[src/rtl/piso_pkg.sv]
// Shared types and helpers for the piso_shift_tx serializer.
// PISO_PARITY_EN appends an even-parity bit after the data bits of every word.
package piso_pkg;

    typedef enum logic {
        IDLE  = 1'b0,
        SHIFT = 1'b1
    } state_t;

`ifdef PISO_PARITY_EN
    localparam int PARITY_BITS = 1;
`else
    localparam int PARITY_BITS = 0;
`endif

    // The counter must hold values 0..WIDTH-1+PARITY_BITS, plus headroom so it never wraps.
    localparam int CNT_EXTRA = 1 + PARITY_BITS;

    function automatic int count_width(input int width);
        return $clog2(width + CNT_EXTRA);
    endfunction

    function automatic logic parity(input logic [31:0] word);
        return ^word;
    endfunction

endpackage

[src/rtl/piso_bit_counter.sv]
// Bit-position counter for the serializer.
// It is cleared on load, advanced on each enabled shift, and flags the final bit of the frame.
module piso_bit_counter #(
    parameter int CW   = 4,
    parameter int LAST = 7
) (
    input  logic clk,
    input  logic rst,
    input  logic i_clear,
    input  logic i_inc,
    output logic o_tc
);

    localparam logic [CW-1:0] LAST_V = CW'(LAST);

    logic [CW-1:0] r_count;

    always_ff @(posedge clk) begin
        if (rst) begin
            r_count <= '0;
        end else if (i_clear) begin
            r_count <= '0;
        end else if (i_inc) begin
            r_count <= r_count + 1'b1;
        end
    end

    assign o_tc = (r_count == LAST_V);

endmodule

[src/rtl/piso_shift_tx.sv]
// Parallel-in serial-out transmitter with a valid/ready load port and a shift-hold enable.
// Build with PISO_PARITY_EN to send an even-parity bit after the last data bit.
module piso_shift_tx
    import piso_pkg::*;
#(
    parameter int WIDTH     = 8,
    parameter bit LSB_FIRST = 1'b1
) (
    input  logic             clk,
    input  logic             rst,
    input  logic             en,
    input  logic             load_valid,
    output logic             load_ready,
    input  logic [WIDTH-1:0] load_data,
    output logic             sout,
    output logic             sout_valid,
    output logic             busy,
    output logic             done
);

    localparam int CW   = count_width(WIDTH);
    localparam int LAST = WIDTH - 1 + PARITY_BITS;
    localparam int SW   = WIDTH + PARITY_BITS;

    state_t r_state;
    state_t w_nextState;

    logic [SW-1:0] r_shift;
    logic          r_sout;
    logic          r_soutValid;
    logic          r_busy;

    logic          w_handshake;
    logic          w_advance;
    logic          w_finish;
    logic          w_tc;
    logic [SW-1:0] w_loadWord;
    logic          w_loadBit;
    logic          w_nextBit;

    // The parity bit rides in the shift register after the data bits, so it falls out naturally.
`ifdef PISO_PARITY_EN
    assign w_loadWord = LSB_FIRST ? {parity(32'(load_data)), load_data}
                                  : {load_data, parity(32'(load_data))};
`else
    assign w_loadWord = load_data;
`endif

    assign w_loadBit = LSB_FIRST ? w_loadWord[0] : w_loadWord[SW-1];
    assign w_nextBit = LSB_FIRST ? r_shift[1]    : r_shift[SW-2];

    always_ff @(posedge clk) begin
        if (rst) begin
            r_state <= IDLE;
        end else begin
            r_state <= w_nextState;
        end
    end

    always_comb begin
        w_nextState = r_state;
        load_ready  = 1'b0;
        done        = 1'b0;
        w_handshake = 1'b0;
        w_advance   = 1'b0;
        w_finish    = 1'b0;
        case (r_state)
            IDLE: begin
                load_ready  = !rst;
                w_handshake = load_valid && !rst;
                if (w_handshake) begin
                    w_nextState = SHIFT;
                end
            end
            SHIFT: begin
                if (en) begin
                    if (w_tc) begin
                        done        = !rst;
                        w_finish    = 1'b1;
                        w_nextState = IDLE;
                    end else begin
                        w_advance = 1'b1;
                    end
                end
            end
            default: w_nextState = IDLE;
        endcase
    end

    always_ff @(posedge clk) begin
        if (rst) begin
            r_shift     <= '0;
            r_sout      <= 1'b0;
            r_soutValid <= 1'b0;
            r_busy      <= 1'b0;
        end else if (w_handshake) begin
            r_shift     <= w_loadWord;
            r_sout      <= w_loadBit;
            r_soutValid <= 1'b1;
            r_busy      <= 1'b1;
        end else if (w_finish) begin
            r_sout      <= 1'b0;
            r_soutValid <= 1'b0;
            r_busy      <= 1'b0;
        end else if (w_advance) begin
            r_shift <= LSB_FIRST ? (r_shift >> 1) : (r_shift << 1);
            r_sout  <= w_nextBit;
        end
    end

    piso_bit_counter #(
        .CW  (CW),
        .LAST(LAST)
    ) u_counter (
        .clk    (clk),
        .rst    (rst),
        .i_clear(w_handshake),
        .i_inc  (w_advance),
        .o_tc   (w_tc)
    );

    assign sout       = r_sout;
    assign sout_valid = r_soutValid;
    assign busy       = r_busy;

endmodule
[config.mk]
export PLATFORM = sky130hd
export DESIGN_NAME = piso_shift_tx
export DESIGN_NICKNAME = d
export VERILOG_FILES = /design/src/rtl/piso_pkg.sv /design/src/rtl/piso_bit_counter.sv /design/src/rtl/piso_shift_tx.sv
export SDC_FILE = /design/constraint.sdc
export NUM_CORES = 1
export LEC_CHECK = 0
export ABC_CLOCK_PERIOD_IN_PS = 1600
export CELL_PAD_IN_SITES_DETAIL_PLACEMENT = 2
export CELL_PAD_IN_SITES_GLOBAL_PLACEMENT = 2
export CORE_MARGIN = 8
export CORE_UTILIZATION = 27
export DETAILED_ROUTE_END_ITERATION = 10
export GPL_TIMING_DRIVEN = 0
export PLACE_DENSITY = 0.8
export SLEW_MARGIN = 10
export SYNTH_ARGS = -nofsm -noshare
export SYNTH_HDL_FRONTEND = slang
export SYNTH_SLANG_ARGS = --single-unit
[constraint.sdc]
create_clock -name clk -period 1.6 [get_ports clk]
set_clock_uncertainty 0.1 [all_clocks]
set_input_delay 0.48 -clock clk [delete_from_list [all_inputs] [get_ports clk]]
set_output_delay 0.48 -clock clk [all_outputs]
set_load 0.02 [all_outputs]
Word-level counts from Yosys, hierarchy flattened. Cells that the tools add are included.

Register bits after elaboration: 15. Bits of input ports: 12. Logic and storage cells: 38.

$add $sub $neg: 1. Equal/unequal tests: 2. Mux-type cells: 22. Bitwise logic cells: 1. Reductions and logical operators: 7.

Operator list (count): 8-bit two-way mux (3); 1-bit two-way mux (18); 4-bit by 1-bit adder with 4-bit output (second input constant) (1); 4-bit by 3-bit equality test with 1-bit output (second input constant) (1); 2-bit nonzero test (2); 3-bit nonzero test (1); 2-bit by 1-bit inequality test with 1-bit output (second input constant) (1); 1-bit one-hot mux with 2 select lines (1); 2-bit AND reduction (1); 2-bit OR reduction (1); 1-bit logical AND (1); 1-bit zero test (1); 1-bit NOT (1).

Logic depth before layout (Yosys ltp).
Depth in word-level cells: 7. Gate-level depth with buffers: 5.

Hierarchy. Synthesis repeated with hierarchy kept, for this count alone.

Cells, all modules: 71. Area total of the unflattened synthesis: 648.1 µm².

By module, submodules not included: piso_shift_tx (times used 1, cells each 52, area each 462.9 µm²); piso_bit_counter (times used 1, cells each 19, area each 185.2 µm²).

Least setup slack after synthesis. No wires, ideal clock.

Path type: input to output. Start: in en. End: out done. Data arrival time: 1.583 ns. Path slack: -0.563 ns. Stages on the path: 4. Buffers on the path: 1. Path through: and2_1 buf_2 nand2_1 nor4b_1.

Word-level cells in the longest chain between the ends: 2.

Ends and longest elaborated chain: start: declaration (RTL line piso_shift_tx.sv:11) `input logic en,`; 1-bit two-way mux (RTL line piso_shift_tx.sv:76) `if (en) begin`; 1-bit two-way mux (RTL line piso_shift_tx.sv:67) `case (r_state)`; end: declaration (RTL line piso_shift_tx.sv:18) `output logic done`.

No other way between the ends.

Worst setup path after layout.
Start: reg u_counter.r_count[0]. End: out done.

Word-level cells in the longest chain between the ends: 4.

Ends and longest elaborated chain: start: declaration (RTL line piso_bit_counter.sv:16) `logic [CW-1:0] r_count;`; start signal: assignment (RTL line piso_bit_counter.sv:24) `r_count <= r_count + 1'b1;`; 4-bit by 3-bit equality test with 1-bit output (RTL line piso_bit_counter.sv:28) `assign o_tc = (r_count == LAST_V);`; 1-bit two-way mux (RTL line piso_shift_tx.sv:77) `if (w_tc) begin`; 1-bit two-way mux (RTL line piso_shift_tx.sv:76); 1-bit two-way mux (RTL line piso_shift_tx.sv:67).

No other way between the ends.

==> results.sh <==
export IMPL_outcome="finished with violations"
export IMPL_violations="negative setup slack"
export IMPL_timing_fmax_mhz=543
export IMPL_pin_count=17
export IMPL_netlist_area_leader_share=0.410
export IMPL_worstPathMaxFanout=2
export IMPL_dr_pass1_iters=4
export IMPL_dr_first_iter_drc_count=25
export IMPL_via_count=761
export IMPL_post_place_ws_ps=-1210
export IMPL_cts_sink_count=14
export IMPL_timing_critical_path_from="u_counter.r_count[0]"
export IMPL_path_class="flop to output port"
export IMPL_period_needed_ps=1840
export IMPL_hold_path_class="flop to flop"
export IMPL_reg2regPathDepth=5
export IMPL_ant_nets=0
export IMPL_async_reset_ff_frac=0
export IMPL_synth_common_cells="dfxtp_1, nand3_1, o21ai_0"
export IMPL_cts_tree="yes"
export IMPL_fin_tns_setup_ps=-273
export IMPL_fill_cells=283
export IMPL_via_per_inst=5.47
export IMPL_gr_usage_all_layers=0.109
export IMPL_r2r_setup_slack_ps=-30
export IMPL_ctsHoldBuffers=0
export IMPL_syn_inst=81
export IMPL_dp_cells=127
export IMPL_die_y_um=66.3
export IMPL_cp_end_kind="output port"
export IMPL_n_antenna_cell=0
export IMPL_tightest_slew_ps=309
export IMPL_syn_area_per_cell_um2=8.45
export IMPL_synth_edf_count=0
export IMPL_grt_overflow_total=0
export IMPL_final_nets=124
export IMPL_crit_end="done"
export IMPL_dieArea_um2=4400
export IMPL_rsz0062_at_grt="true"
export IMPL_setup_violations=3
export IMPL_placed_area_um2=913
export IMPL_relSlewSlack=0.794
export IMPL_powerDensity_nw_per_um2=695
export IMPL_yosysMostFrequentCell="dfxtp_1"
export IMPL_power_leakage_uw=0.000392
export IMPL_worst_slack_ps=-241
export IMPL_die_x_um=66.3
export IMPL_finalCritPeriodShare=1.15
export IMPL_multiInputGateArea_um2=414
export IMPL_core_area_um2=2430
export IMPL_clk_pin_slew_ps=90
export IMPL_vdd_drop_max_v=0.000361
export IMPL_synth_area_top_cells="dfxtp_1, a311oi_1, nand3_1"
export IMPL_hold_depth=1
export IMPL_synth_largest_area_cell="dfxtp_1"
export IMPL_wl_um=2570
export IMPL_start_util=0.281
export IMPL_syn_area_um2=684
export IMPL_dp_hpwl_um=1610
export IMPL_layout_drive_gt1_share=0.321
export IMPL_final_cell_area_um2=1040
export IMPL_cts_buffer_depth=2
export IMPL_synth_distinct_cells=31
export IMPL_cts_htree_levels=1
export IMPL_regArea_um2=290
export IMPL_slew_viol_final=0
export IMPL_ys_seq_area_frac=0.410
export IMPL_row_count=18
export IMPL_portBuffers=16
export IMPL_critPathArrivalTime_ps=1260
export IMPL_crit_required_ps=1020
export IMPL_drc_errors=0
export IMPL_ys_ff_latch=14
export IMPL_grt_antenna_before_repair=0
export IMPL_cts_buffers=3
export IMPL_cts_root_buffer="clkbuf_4"
export IMPL_synth_fp_nets=94
export IMPL_yosys_warnings=0
export IMPL_reg2reg_from="u_counter.r_count[0]"
export IMPL_area_growth_pct=52.3
export IMPL_ys_flop_type="dfxtp_1"
export IMPL_grt_pass1_wl_um=3700
export IMPL_grt_max_degree=12
export IMPL_layout_cells_non_filler=139
export IMPL_grt_pass1_vias=780
export IMPL_clock_latency_ps=290
export IMPL_max_cap_violations=0
export IMPL_r2r_end="u_counter.r_count[3]"
export IMPL_routabilityCongestion=0.715
export IMPL_wl_per_cell_um=18.5
export IMPL_timing_final_hold_violations=0
export IMPL_cp_start_kind="flop"
-- final cells by class --
type / count / share of cell area
Multi-Input combinational cell: 60 / 0.397
Sequential cell: 14 / 0.279
Timing Repair Buffer: 26 / 0.216
Buffer: 5 / 0.0468
Tap cell: 30 / 0.0360
Clock buffer: 3 / 0.0216
Inverter: 1 / 0.00360
-- cells in the final DEF, fill, tap and decap left out, drive strengths merged, types with 2 or more instances in the layout --
| cell | netlist | layout |
|---|---|---|
| a311oi | 6 | 6 |
| clkbuf | 2 | 5 |
| dlygate4sd2 | 0 | 3 |
| a21oi | 5 | 5 |
| nand2b | 2 | 2 |
| dfxtp | 14 | 14 |
| o21ai | 9 | 9 |
| buf | 4 | 17 |
| clkdlybuf4s50 | 0 | 8 |
| nor2 | 8 | 8 |
| nand2 | 3 | 3 |
| nand3 | 9 | 9 |
-- flip-flops by register name (all words and copies together) (netlist names) --
name and count:
r_shift 7, sout 1, r_state 1, busy 1
u_counter.r_count 4
-- worst max-delay path, cell delays in order, from the launching register on --
cell	delay, ps
dfxtp_4	370
ha_4	150
nand2_4	50
nor4b_4	230
buf_4	170
-- metrics by stage --
step | utilization | hold slack (ps) | total power (µW)
3_5_place_dp | 0.376 | 382 | 519
5_1_grt | 0.428 | 380 | 758
6_report | 0.428 | 367 | 724
2_1_floorplan | - | 345 | 454
3_3_place_gp | 0.376 | 363 | 515
4_1_cts | 0.406 | 395 | 728
-- cells by family after synthesis --
group,after synthesis,share of synthesized area
DFF,14,0.410
adders and majority gates,1,0.0183
buffers and inverters,7,0.0585
AOI/OAI and AO/OA,26,0.247
and+or+nand+nor,33,0.267
-- how the worst min path moves through the flow --
stage          startpoint          to  slack, ps
3_3_place_gp         busy        busy        360
3_5_place_dp         busy        busy        380
4_1_cts        r_shift[6]  r_shift[5]        400
2_1_floorplan  r_shift[1]        sout        350
6_report             busy        busy        370
5_1_grt              busy        busy        380
-- where the power goes --
part,switching [µW],internal [µW]
registers,11.5,366
clock network,115,87.4
logic,70.7,72.7
total,197,527
-- layer usage --
metal,track usage,part of all wire,routed length [µm],up-vias
met5,0,0,0,-
met4,0.0480,0.014,36,0
met3,0.0339,0.019,48,2
met2,0.182,0.53,1350,7
met1,0.122,0.44,1130,390
li1,-,-,-,362
-- what timing repair did --
item                                    4_1_cts  5_1_grt
pin swaps                                     6        5
gates resized for setup                      36       12
cloned                                        0        1
endpoints found under the setup margin       15       11
setup buffers                                 6        4
hold endpoints to repair                      0        0
(Power assumes the default switching activity.)
==> RTL edit 1 (same settings) <==
Add a define of `PISO_PARITY_EN`.
--- a/src/rtl/piso_pkg.sv
+++ b/src/rtl/piso_pkg.sv
@@ -1,4 +1,6 @@
 // Shared types and helpers for the piso_shift_tx serializer.
 // PISO_PARITY_EN appends an even-parity bit after the data bits of every word.
+`define PISO_PARITY_EN
+
 package piso_pkg;
 
Check against the original RTL: not equivalent (a bounded check fails within 10 cycles, from zero or initial values and one cycle with rst high).
==> RTL edit 1 against the unedited design <==
The flow still finishes with violations (setup timing). Sequential cell count is 1 higher. Setup slack better by 48 ps. Final area is 5.9% higher. Routed wire length is 8.9% lower. Power is 16% higher. Sequential share of layout area is 0.30 points lower. Area after synthesis is 19% higher. Hold slack better by 2.5 ps. Combinational power is 36% higher. Critical path type unchanged.
==> RTL edit 1: results (changes against the unedited design) <==
* Worst Hold Class: flip-flop to flip-flop
* TritonCTS buffer count at 3 (unchanged)
* DR iter-0 viols at 9 (-64%)
* Post-synthesis sequential area ratio at 36.8% (-4.2 points)
* Area leader, netlist: dfxtp_1
* Post-synth cell types at 27 (-13%)
* Final WS setup at -193 ps (+47.7 ps)
* Largest registers: r_shift (8), u_counter.r_count (4)
* Register-to-register setup slack at 40 ps (+70 ps)
* Drt total wl at 2340 um (-8.9%)
* Worst IR Drop VDD at 325 uV (-10%)
* Comb power at 195 uW (+36%)
* Antenna diodes at 0 (unchanged)
* Hold Path Depth at 2 (+1)
* Largest net degree at the start of global routing at 11 (-1)
* Reg2Reg Depth at 6 (+1)
* Fraction of layout cells with a size suffix above 1 at 32.5% (+0.35 points)
* P_int at 590 uW (+12%)
* CTS Buffer Depth at 2 (unchanged)
* Number of global-route vias before repair at 810 (+3.8%)
* Leakage power at 0.415 nW (+5.9%)
* Nets at 129 (+4.0%)
* Asr flop ratio synth at 0% (unchanged)
* Pwr/cell area at 760 nW/um^2 (+9.4%)
* Insertion delay to the later sink of the worst-skew pair at 300 ps
* Initial antenna violation count at 0 (unchanged)
* Top area cells in the synthesized netlist: dfxtp_1, a311oi_2, nand2_1
* CP arrival at 1210 ps (-50 ps)
* CTS clk-pin slew, worst paths at 100 ps
* Setup-failing EPs final at 1 (-2)
* First-pass GRT wire length at 4040 um (+9.1%)
* Syn nets at 104 (+11%)
* Final GP Congestion at 0.689 (-3.6%)
* Filler Cells Inserted at 340 (+20%)
* Tightest Pin Transition at 408 ps (+99.3 ps)
* Top cells by count, synth: nand2_1, dfxtp_1, nor2_1, a311oi_2, xnor2_1
* Violated checks: setup timing
* Flop pwr share at 49.2% (-3.0 points)
* Crit-path max FO at 5 (+3)
* Deepest level of the CTS H-tree at 1 (unchanged)
* Root Buffer: clkbuf_4
* Setup WS pre-CTS at -1010 ps (+194 ps)
* Vias per cell at 4.82 (-12%)
* Synth Warn # at 0 (unchanged)
* Status: finished with violations
* Critical Path Max Stage Delay at 340 ps (-30 ps)
* Hpwl dp at 1740 um (+8.4%)
* Crit-path slowest cell: dfxtp_2
* Overall global routing resource usage at 10.2% (-0.62 points)
## RTL edit 1: logic make-up (layout without fill, tap and decap cells)
logic type / count (synthesis) / count (layout) / synth area share, %
compound gates: 12 / 12 / 17.3
buf+inv: 7 / 31 / 6.89
flops: 15 / 15 / 36.8
fa+ha+maj: 2 / 2 / 3.06
simple gates: 44 / 44 / 25.3
xor+xnor: 10 / 10 / 10.7
## RTL edit 1: final timing paths
check                       startpoint          to
setup / recovery  u_counter.r_count[0]        done
hold reg to reg                   busy        busy
setup reg to reg  u_counter.r_count[0]  r_shift[6]
hold / removal                    busy        busy
## RTL edit 1: routing by layer
metal  vias to the layer above  global-route usage [%]  share of wire (%)
li1                        351                       -                  -
met4                         0                    4.85                1.6
met5                         -                       0                  0
met1                       340                    12.0                 46
met2                        15                    16.9                 48
met3                         3                    2.68                4.0
## RTL edit 1: through the flow
step	instance area, um^2	instances	TNS (ps)	hold slack, ps
2_1_floorplan	830	90	0	348
3_3_place_gp	1030	139	-5750	346
3_5_place_dp	1030	139	-6140	368
4_1_cts	1110	147	-243	369
5_1_grt	1100	147	-629	406
6_report	1100	147	-193	370
## RTL edit 1: final cells by class
cell class              instances  share of cell area, %
plain buffers                   5                   5.10
inverters                       2                  0.680
clock inverters                 1                  0.454
repair buffers                 20                   15.5
well taps                      33                   3.74
clock buffers                   3                   2.04
flip-flops and latches         15                   27.6
multi-input cells              68                   44.9
## RTL edit 1: worst max-delay path, delay by kind of cell, from the launching register on
| kind | cells | cell delay, ps |
|---|---|---|
| fa+ha+maj | 1 | 140 |
| buf+inv | 2 | 200 |
| flops | 1 | 340 |
| simple gates | 2 | 240 |
## RTL edit 1: repair_timing
action / in CTS / in global routing
gates resized for setup: 32 / 5
pin swaps: 1 / 0
endpoints found under the setup margin: 15 / 12
setup buffers: 4 / 0
==> RTL edit 2 (same flow settings) <==
Without the edit above. One comparison of `r_count` changes from == to >=.
--- a/src/rtl/piso_bit_counter.sv
+++ b/src/rtl/piso_bit_counter.sv
@@ -26,5 +26,5 @@
     end
 
-    assign o_tc = (r_count == LAST_V);
+    assign o_tc = (r_count >= LAST_V);
 
 endmodule
Behaviour: no difference found for any inputs over 10 cycles, from zero or initial values and one cycle with rst high; that may be too few to reach the edited logic, so the function may still have changed.
==> RTL edit 2 against the unedited design <==
The flow still finishes with violations (setup timing). Sequential cell count is the same. Setup slack gained 120 ps. Utilization shrank 1.3 points. Synthesized cell count shrank 4.9%. Area after synthesis shrank 4.4%. Global-route usage grew 1.2 points. Routed wire length shrank 4.7%. Power grew 8.3%. Final cell count shrank 3.6%. Final area shrank 4.8%. Via count shrank 8.1%. Non-clock buffer count shrank 2. Die area shrank 3.3%. First-iteration DRC count shrank 44%.
==> RTL edit 2: results (changes against the unedited design) <==
* Status: finished with violations
* Violated checks: setup timing
* DP Area at 863 um^2 (-5.5%)
* Launch point of the worst reg-to-reg path: r_state
* Crit-path max FO at 4 (+2)
* Overall global routing resource usage at 12.1% (+1.2 points)
* Dpl cells at 123 (-3.1%)
* Syn nets at 90 (-4.3%)
* Reg2Reg Depth at 4 (-1)
* Pwr/cell area at 790 nW/um^2 (+14%)
* Number of global-route vias before repair at 798 (+2.3%)
* DR iter-0 viols at 14 (-44%)
* Worst IR Drop VDD at 500 uV (+38%)
* Clock share of power at 33.0% (+5.0 points)
* Top cells by count, synth: dfxtp_1, nand3_1, nor2_1, o21ai_0, a21oi_1
* Register-to-register setup slack at 40 ps (+70 ps)
* P_int at 581 uW (+10%)
* Mean post-synth cell area at 8.50 um^2 (+0.58%)
* Setup-failing EPs final at 1 (-2)
* Reg-to-Reg End: r_shift[1]
* Drt wl/cell at 18.3 um (-1.2%)
* Post-synthesis compound-gate area fraction at 27.7% (+3.0 points)
* Power in sequential cells at 379 uW (about the same)
* Final GP Congestion at 0.695 (-2.9%)
* Vias per cell at 5.22 (-4.7%)
* Post-synth cell types at 27 (-13%)
* Finished Layout Cells at 134 (-3.6%)
* First-pass GRT wire length at 3940 um (+6.5%)
* Final WS setup at -126 ps (+115 ps)
* Fraction of layout cells with a size suffix above 1 at 32.7% (+0.58 points)
RTL edit 2: area by class of cell:
type                    instances  area [um^2]
plain buffers                   5         42.5
flip-flops and latches         14          288
well taps                      30         37.5
multi-input cells              56          378
clock buffers                   4         36.3
fillers                       285         1400
repair buffers                 24          206
inverters                       1         3.75
RTL edit 2: cell families after synthesis:
kind of cell,Yosys count
adder cells (fa/ha/maj),1
flip-flops,14
AND/OR/NAND/NOR,28
AO/OA/AOI/OAI,27
buffers and inverters,7
RTL edit 2: how the worst max path moves through the flow:
stage	cells past startpoint	endpoint	start
2_1_floorplan	2	load_ready	rst
3_3_place_gp	4	load_ready	rst
3_5_place_dp	4	done	rst
4_1_cts	4	done	r_state
5_1_grt	4	done	u_counter.r_count[0]
6_report	4	done	u_counter.r_count[0]
RTL edit 2: per-stage QoR:
stage | setup WS [ps] | hold WS [ps] | setup TNS [ps]
after floorplan | 16.3 | 345 | 0
after global placement | -1150 | 374 | -6540
after detailed placement | -1140 | 371 | -6860
after CTS | -138 | 389 | -144
after global routing | -175 | 407 | -211
final | -126 | 375 | -126
RTL edit 2: timing repair:
action | CTS | global route
cloned | 0 | 0
pin swaps | 3 | 1
setup endpoints to repair | 16 | 2
setup buffers | 8 | 0
gates resized for setup | 42 | 1
RTL edit 2: metal layers:
layer / vias up / track usage (%) / share of wire [%]
met3: 4 / 2.89 / 4.5
met1: 339 / 13.6 / 46
met2: 19 / 20.9 / 48
met4: 0 / 5.72 / 1.2
met5: - / 0 / 0
li1: 337 / - / -
RTL edit 2: worst max-delay path, cell delays in order (launching register included):
cell and delay, ps:
dfxtp_2 350, ha_4 170, a21oi_4 160, nor3_4 50, buf_6 130
